## src/rtl/lector_sensor_temp_pkg.sv

```systemverilog
// Shared definitions for the cabin temperature reader and the child-presence alarm FSM.
package lector_pkg;

  typedef enum logic [2:0] {
    IDLE     = 3'd0,
    CS_SETUP = 3'd1,
    SHIFT    = 3'd2,
    CS_HOLD  = 3'd3,
    UPDATE   = 3'd4,
    WAIT     = 3'd5
  } lector_state_e;

  localparam logic [4:0] TEMP_MAX    = 5'd31;
  // Hot threshold used by the alarm FSM on the consumer side of temp_o.
  localparam logic [4:0] TEMP_UMBRAL = 5'd20;

endpackage

```

## src/rtl/lector_sensor_temp_if.sv

```systemverilog
// Sensor pin bundle (SPI mode 0, read-only); master is the reader, slave is the sensor.
interface lector_sensor_temp_if;
  logic sclk_o;
  logic cs_n_o;
  logic sdo_i;

  modport master (output sclk_o, output cs_n_o, input sdo_i);
  modport slave  (input sclk_o, input cs_n_o, output sdo_i);
endinterface

```

## src/rtl/lector_sensor_temp_divisor_tick.sv

```systemverilog
// Free-running clk_i divider producing a one-cycle tick every CLK_DIV cycles.
module divisor_tick #(
  parameter int CLK_DIV = 2
) (
  input  logic clk_i,
  input  logic rst_i,
  input  logic clr,
  output logic tick
);

  localparam int CW = (CLK_DIV > 1) ? $clog2(CLK_DIV) : 1;
  localparam logic [CW-1:0] CNT_MAX = CW'(CLK_DIV - 1);

  logic [CW-1:0] cnt;

  always_ff @(posedge clk_i) begin
    if (rst_i || clr) begin
      cnt <= '0;
    end else if (cnt == CNT_MAX) begin
      cnt <= '0;
    end else begin
      cnt <= cnt + CW'(1);
    end
  end

  assign tick = (cnt == CNT_MAX);

endmodule

```

## src/rtl/lector_sensor_temp.sv

```systemverilog
// Periodic SPI reader for the cabin temperature sensor; saturates the signed
// 8-bit reading to 0..31 degC for the alarm FSM.
//
// state    | meaning
// ---------+-----------------------------------------------------------
// IDLE     | after reset; starts the first conversion on the next cycle
// CS_SETUP | cs_n low, sclk low, one tick before the first clock edge
// SHIFT    | 16 ticks: 8 rising edges sample sdo, 8 falling edges count
// CS_HOLD  | sclk low, cs_n still low for one tick
// UPDATE   | saturate the word, register temp/sat, pulse temp_valid
// WAIT     | cs_n high until the sample period expires
module lector_sensor_temp
  import lector_pkg::*;
#(
  parameter int CLK_DIV       = 2,
  parameter int SAMPLE_PERIOD = 64,
  parameter int DATA_BITS     = 8
) (
  input  logic                 clk_i,
  input  logic                 rst_i,
  lector_sensor_temp_if.master spi,
  output logic [4:0]           temp_o,
  output logic                 temp_valid_o,
  output logic                 sat_o,
  output logic                 busy_o
);

  if (CLK_DIV < 2) begin : g_chk_div
    $error("lector_sensor_temp: CLK_DIV must be >= 2");
  end
  if (SAMPLE_PERIOD < 18 * CLK_DIV + 2) begin : g_chk_period
    $error("lector_sensor_temp: SAMPLE_PERIOD too short for one conversion");
  end
  if (DATA_BITS != 8) begin : g_chk_bits
    $error("lector_sensor_temp: sensor word is fixed at 8 bits");
  end

  localparam int PW = $clog2(SAMPLE_PERIOD);
  localparam logic [PW-1:0] PER_LAST = PW'(SAMPLE_PERIOD - 1);

  lector_state_e state, state_nxt;

  logic [DATA_BITS-1:0] shift_q;
  logic [2:0]           bit_cnt;
  logic [PW-1:0]        per_cnt;
  logic                 sclk_q, sclk_nxt;
  logic                 cs_n_q;
  logic                 tick;
  logic                 enter_setup;
  logic                 shift_ld, bit_inc, bit_clr, upd;
  logic [5:0]           sat_temp;

  // Returns {sat, temp}; raw is two's complement, so bit 7 alone flags negative.
  function automatic logic [5:0] saturar(input logic [DATA_BITS-1:0] raw);
    if (raw[DATA_BITS-1]) begin
      return {1'b1, 5'd0};
    end else if (|raw[DATA_BITS-2:5]) begin
      return {1'b1, TEMP_MAX};
    end else begin
      return {1'b0, raw[4:0]};
    end
  endfunction

  assign enter_setup = (state_nxt == CS_SETUP) && (state != CS_SETUP);
  assign sat_temp    = saturar(shift_q);

  divisor_tick #(.CLK_DIV(CLK_DIV)) u_div (
    .clk_i (clk_i),
    .rst_i (rst_i),
    .clr   (enter_setup),
    .tick  (tick)
  );

  always_ff @(posedge clk_i) begin
    if (rst_i) begin
      state <= IDLE;
    end else begin
      state <= state_nxt;
    end
  end

  always_comb begin
    state_nxt = state;
    sclk_nxt  = 1'b0;
    shift_ld  = 1'b0;
    bit_inc   = 1'b0;
    bit_clr   = 1'b0;
    upd       = 1'b0;
    case (state)
      IDLE: state_nxt = CS_SETUP;
      CS_SETUP: begin
        if (tick) begin
          state_nxt = SHIFT;
          bit_clr   = 1'b1;
        end
      end
      SHIFT: begin
        sclk_nxt = sclk_q;
        if (tick) begin
          sclk_nxt = ~sclk_q;
          if (!sclk_q) begin
            shift_ld = 1'b1;
          end else begin
            bit_inc = 1'b1;
            if (bit_cnt == 3'd7) begin
              state_nxt = CS_HOLD;
            end
          end
        end
      end
      CS_HOLD: begin
        if (tick) begin
          state_nxt = UPDATE;
        end
      end
      UPDATE: begin
        upd       = 1'b1;
        state_nxt = WAIT;
      end
      WAIT: begin
        if (per_cnt == PER_LAST) begin
          state_nxt = CS_SETUP;
        end
      end
      default: state_nxt = IDLE;
    endcase
  end

  // Pin and status outputs are registered from next state so they line up
  // with the state register and never glitch.
  always_ff @(posedge clk_i) begin
    if (rst_i) begin
      sclk_q <= 1'b0;
      cs_n_q <= 1'b1;
      busy_o <= 1'b0;
    end else begin
      sclk_q <= sclk_nxt;
      cs_n_q <= !(state_nxt inside {CS_SETUP, SHIFT, CS_HOLD});
      busy_o <= state_nxt inside {CS_SETUP, SHIFT, CS_HOLD, UPDATE};
    end
  end

  always_ff @(posedge clk_i) begin
    if (rst_i) begin
      shift_q <= '0;
      bit_cnt <= '0;
      per_cnt <= '0;
    end else begin
      if (shift_ld) begin
        shift_q <= {shift_q[DATA_BITS-2:0], spi.sdo_i};
      end
      if (bit_clr) begin
        bit_cnt <= '0;
      end else if (bit_inc) begin
        bit_cnt <= bit_cnt + 3'd1;
      end
      if (enter_setup) begin
        per_cnt <= '0;
      end else begin
        per_cnt <= per_cnt + PW'(1);
      end
    end
  end

  always_ff @(posedge clk_i) begin
    if (rst_i) begin
      temp_o       <= '0;
      sat_o        <= 1'b0;
      temp_valid_o <= 1'b0;
    end else begin
      temp_valid_o <= upd;
      if (upd) begin
        sat_o  <= sat_temp[5];
        temp_o <= sat_temp[4:0];
      end
    end
  end

  assign spi.sclk_o = sclk_q;
  assign spi.cs_n_o = cs_n_q;

endmodule

```

## src/flat_wrapper.sv

```systemverilog
// flat-port wrapper written by rule: the top's interface ports become plain ports
module lector_sensor_temp_flat import lector_pkg::*;
#(
  parameter int CLK_DIV       = 2,
  parameter int SAMPLE_PERIOD = 64,
  parameter int DATA_BITS     = 8
)
  (clk_i, rst_i, temp_o, temp_valid_o, sat_o, busy_o, spi_sclk_o, spi_cs_n_o, spi_sdo_i);
  lector_sensor_temp_if spi_i ();
  input  logic clk_i;
  input  logic rst_i;
  output logic [4:0] temp_o;
  output logic temp_valid_o;
  output logic sat_o;
  output logic busy_o;
  output wire logic [$bits(spi_i.sclk_o)-1:0] spi_sclk_o;
  output wire logic [$bits(spi_i.cs_n_o)-1:0] spi_cs_n_o;
  input wire logic [$bits(spi_i.sdo_i)-1:0] spi_sdo_i;
  assign spi_sclk_o = spi_i.sclk_o;
  assign spi_cs_n_o = spi_i.cs_n_o;
  assign spi_i.sdo_i = spi_sdo_i;
  lector_sensor_temp #(.CLK_DIV(CLK_DIV), .SAMPLE_PERIOD(SAMPLE_PERIOD), .DATA_BITS(DATA_BITS)) u_core (.clk_i(clk_i), .rst_i(rst_i), .spi(spi_i), .temp_o(temp_o), .temp_valid_o(temp_valid_o), .sat_o(sat_o), .busy_o(busy_o));
endmodule
```

## config.mk

```make
export PLATFORM = sky130hd
export DESIGN_NAME = lector_sensor_temp_flat
export DESIGN_NICKNAME = d
export VERILOG_FILES = /design/src/rtl/lector_sensor_temp_pkg.sv /design/src/rtl/lector_sensor_temp_if.sv /design/src/rtl/lector_sensor_temp_divisor_tick.sv /design/src/rtl/lector_sensor_temp.sv /design/src/flat_wrapper.sv
export SDC_FILE = /design/constraint.sdc
export NUM_CORES = 1
export LEC_CHECK = 0
export BUFFER_PORTS_ARGS = -buffer_cell sky130_fd_sc_hd__buf_2
export CELL_PAD_IN_SITES_DETAIL_PLACEMENT = 1
export CELL_PAD_IN_SITES_GLOBAL_PLACEMENT = 2
export CORE_MARGIN = 8
export CORE_UTILIZATION = 34
export CTS_BUF_LIST = sky130_fd_sc_hd__clkbuf_2
export CTS_CLUSTER_SIZE = 16
export DETAILED_ROUTE_END_ITERATION = 6
export PLACE_DENSITY_LB_ADDON = 0.1
export SLEW_MARGIN = 25
export SYNTH_ARGS = -nofsm -noshare
export SYNTH_HDL_FRONTEND = slang
export SYNTH_SLANG_ARGS = --single-unit
```

## constraint.sdc

```tcl
create_clock -name clk_i -period 1.7 [get_ports clk_i]
set_clock_uncertainty 0.2 [all_clocks]
set_input_delay 0 -clock clk_i [delete_from_list [all_inputs] [get_ports clk_i]]
set_output_delay 0 -clock clk_i [all_outputs]
set_load 0.01 [all_outputs]
```

==> flow_metrics.env <==
export IMPL_clock_path_buffers=2
export IMPL_p_leak_nw=0.581
export IMPL_clkPwrFrac=0.285
export IMPL_dpl_hpwl_um=2060
export IMPL_max_slew_worst_pin_slew_ns=0.470
export IMPL_design_core_area_um2=3720
export IMPL_p_total_mw=1.19
export IMPL_die_width_um=78.4
export IMPL_cts_root_buffer_cell="clkbuf_2"
export IMPL_synthesis_nets=143
export IMPL_peakVddDrop_mv=0.435
export IMPL_startpoint_type="register"
export IMPL_max_freq_mhz=600
export IMPL_antenna_cells=0
export IMPL_wl_met2_um=1170
export IMPL_h_tree_depth=2
export IMPL_cp_depth=3
export IMPL_syn_inst=137
export IMPL_r2r_cells=3
export IMPL_drt_wl_total_um=2880
export IMPL_power_frac_comb=0.079
export IMPL_p_switching_mw=0.299
export IMPL_switching_share=0.252
export IMPL_final_common_cell="dfxtp_1"
export IMPL_ys_seq_elements=31
export IMPL_start_util=0.357
export IMPL_synth_area_top_cells="dfxtp_1 47%, mux2i_1 8.3%, nand2b_1 4.2%"
export IMPL_die_height_um=78.4
export IMPL_dieArea_um2=6150
export IMPL_setup_viol=0
export IMPL_p_per_area_nw_per_um2=764
export IMPL_reg2reg_slack_ns=0.03
export IMPL_maxSlewHeadroom=0.686
export IMPL_slew_violations=0
export IMPL_first_pass_iters=4
export IMPL_maxCapViolations=0
export IMPL_whs_ns=0.244
export IMPL_critPathKind="register to register"
export IMPL_critPathBufInv=0
export IMPL_seq_power_share=0.637
export IMPL_drc_errors=0
export IMPL_fin_crit_ns=1.67
export IMPL_min_period_over_period=0.980
export IMPL_grt_max_degree=30
export IMPL_final_cell_mix="29 x dfxtp_1, 12 x buf_2, 11 x mux2i_1, 11 x nor3_1, 10 x buf_4"
export IMPL_synth_edf_count=0
export IMPL_cts_buffers=5
export IMPL_setup_tns_ns=0
export IMPL_numPortBuffers=12
export IMPL_worst_r2r_endpoint="u_core.temp_o[4]"
export IMPL_area_growth_pct=17.5
export IMPL_dp_slack_ns=0.0334
export IMPL_critical_path_arrival_ns=1.76
export IMPL_crit_chain="or3b_4, or3_2, a21oi_2"
export IMPL_rr_startpoint="u_core.state[1]"
export IMPL_clkLatencyLatePin_ns=0.34
export IMPL_endpoint_kind="register"
export IMPL_grt_first_pass_wirelength_um=4800
export IMPL_cts_tree="done"
export IMPL_vias_per_cell=4.88
export IMPL_wl_per_cell_um=13.8
export IMPL_synth_area_um2=1330
export IMPL_grtUsageTotal=0.0967
export IMPL_yosysTopAreaCell="dfxtp_1"
export IMPL_critPathSlowestCell="or3_2"
export IMPL_avgSynthCellArea_um2=9.67
export IMPL_path_clk_slew_ns=0.15
export IMPL_intPower_mw=0.890
export IMPL_critPathLaunch="u_core.state[1]"
export IMPL_drtAntennaViolNets=0
export IMPL_setup_ws_ns=0.0343
export IMPL_first_global_vias=1053
export IMPL_cpLargestDelayFamily="simple AND/OR/NAND/NOR gates"
export IMPL_rsz0062_at_grt="true"
export IMPL_gp_congestion=0.734
export IMPL_ys_warn_count=0
export IMPL_antenna_found_initial=0
export IMPL_drt_met1_wl_um=1520
export IMPL_finalNetCount=165
export IMPL_wl_met3_um=131
export IMPL_cts_sinks=31
export IMPL_rows=22
export IMPL_hold_viol=0
export IMPL_critPathMaxFanout=9
export IMPL_dpl_cell_area_um2=1450
export IMPL_ys_flop_type="dfxtp_1"
export IMPL_synth_top_cell_area_share=0.468
export IMPL_top_layer="met4"
export IMPL_crit_end="u_core.temp_o[4]"
export IMPL_async_flop_share=0
export IMPL_ios=13
export IMPL_overflow=0
export IMPL_drive_gt1_frac=0.250
export IMPL_status="complete, no violations"
export IMPL_synth_seq_area_share=0.468
export IMPL_stdcell_area_um2=1560
export IMPL_hold_class="primary input to register"
export IMPL_crit_required_ns=1.79
export IMPL_drt_iter0_markers=29
export IMPL_synth_cell_types=35
export IMPL_slowest_delay_ns=0.48
export IMPL_vias=1015
==> power by group through the flow <==
stage / sequential (mW) / clock, mW / combinational, mW
after detailed placement: 0.772 / 0 / 0.0853
final: 0.757 / 0.338 / 0.0935
after global routing: 0.761 / 0.400 / 0.103
after global placement: 0.770 / 0 / 0.0825
after CTS: 0.757 / 0.361 / 0.0894
after floorplan: 0.768 / 0 / 0.0646
==> state kept, by name (all words and copies together) (netlist names) <==
register and count:
u_core.spi.sclk_o 1, u_core.bit_cnt 3, u_core.shift_q 8, u_core.state 3, u_core.sat_o 1, u_core.busy_o 1
u_core.spi.cs_n_o 1, u_core.u_div.tick 1, u_core.per_cnt 6, u_core.temp_o 5, u_core.temp_valid_o 1
==> tightest hold or removal path, cell delays in order <==
cell and delay [ns]:
dlygate4sd3_1 0.53, buf_2 0.12, nand2b_1 0.06, mux2i_1 0.06
==> how the worst min path moves through the flow <==
stage / startpoint / cells after the start / endpoint / slack (ns)
after global routing: spi_sdo_i / 4 / u_core.shift_q[0] / 0.23
after CTS: spi_sdo_i / 4 / u_core.shift_q[0] / 0.21
after detailed placement: spi_sdo_i / 3 / u_core.shift_q[0] / 0.07
final: spi_sdo_i / 4 / u_core.shift_q[0] / 0.24
after global placement: spi_sdo_i / 3 / u_core.shift_q[0] / 0.06
after floorplan: spi_sdo_i / 2 / u_core.shift_q[0] / -0.04
==> layer usage <==
layer	track usage	up-vias
li1	-	519
met1	0.122	474
met2	0.143	17
met3	0.0285	5
met4	0.0556	0
met5	0	-
==> cell type report <==
type | count | area [µm²]
clock buffer | 6 | 30.0
clock inverter | 2 | 7.51
fill | 441 | 2160
inverter | 2 | 7.51
multi-input combinational | 94 | 653
sequential | 31 | 623
tap | 48 | 60.1
timing repair buffer | 25 | 175
==> cells in the mapped netlist, types with 3 or more instances <==
master	n
nor2_1	4
nor3_1	11
mux2i_1	11
nand3_1	3
nand2b_1	9
ha_1	3
clkbuf_1	6
dfxtp_1	31
a21oi_1	5
or3_1	7
nand3b_1	5
xor2_1	3
nand2_1	9
o21ai_0	3
==> cells by family (layout without fill, tap and decap cells) <==
logic type      Yosys count  count (layout)  synth area share
xor+xnor                  5               5            0.0331
buf+inv                  12              35            0.0491
fa+ha+maj                 3               3            0.0283
compound gates           15              15            0.0737
mux                      11              11            0.0831
flops                    31              31             0.468
simple gates             60              60             0.264
==> metrics by stage <==
step	utilization	std cells
2_1_floorplan	-	137
4_1_cts	0.407	204
5_1_grt	0.419	208
6_report	0.419	208
3_3_place_gp	0.391	194
3_5_place_dp	0.391	194
==> what timing repair did <==
action,in CTS,in global routing
setup endpoints to repair,1,13
pin swaps,0,1
hold endpoints to repair,14,0
hold buffers,2,0
setup buffers,0,4
resized for setup,1,4
No activity file was read; power rests on OpenSTA's default activity.
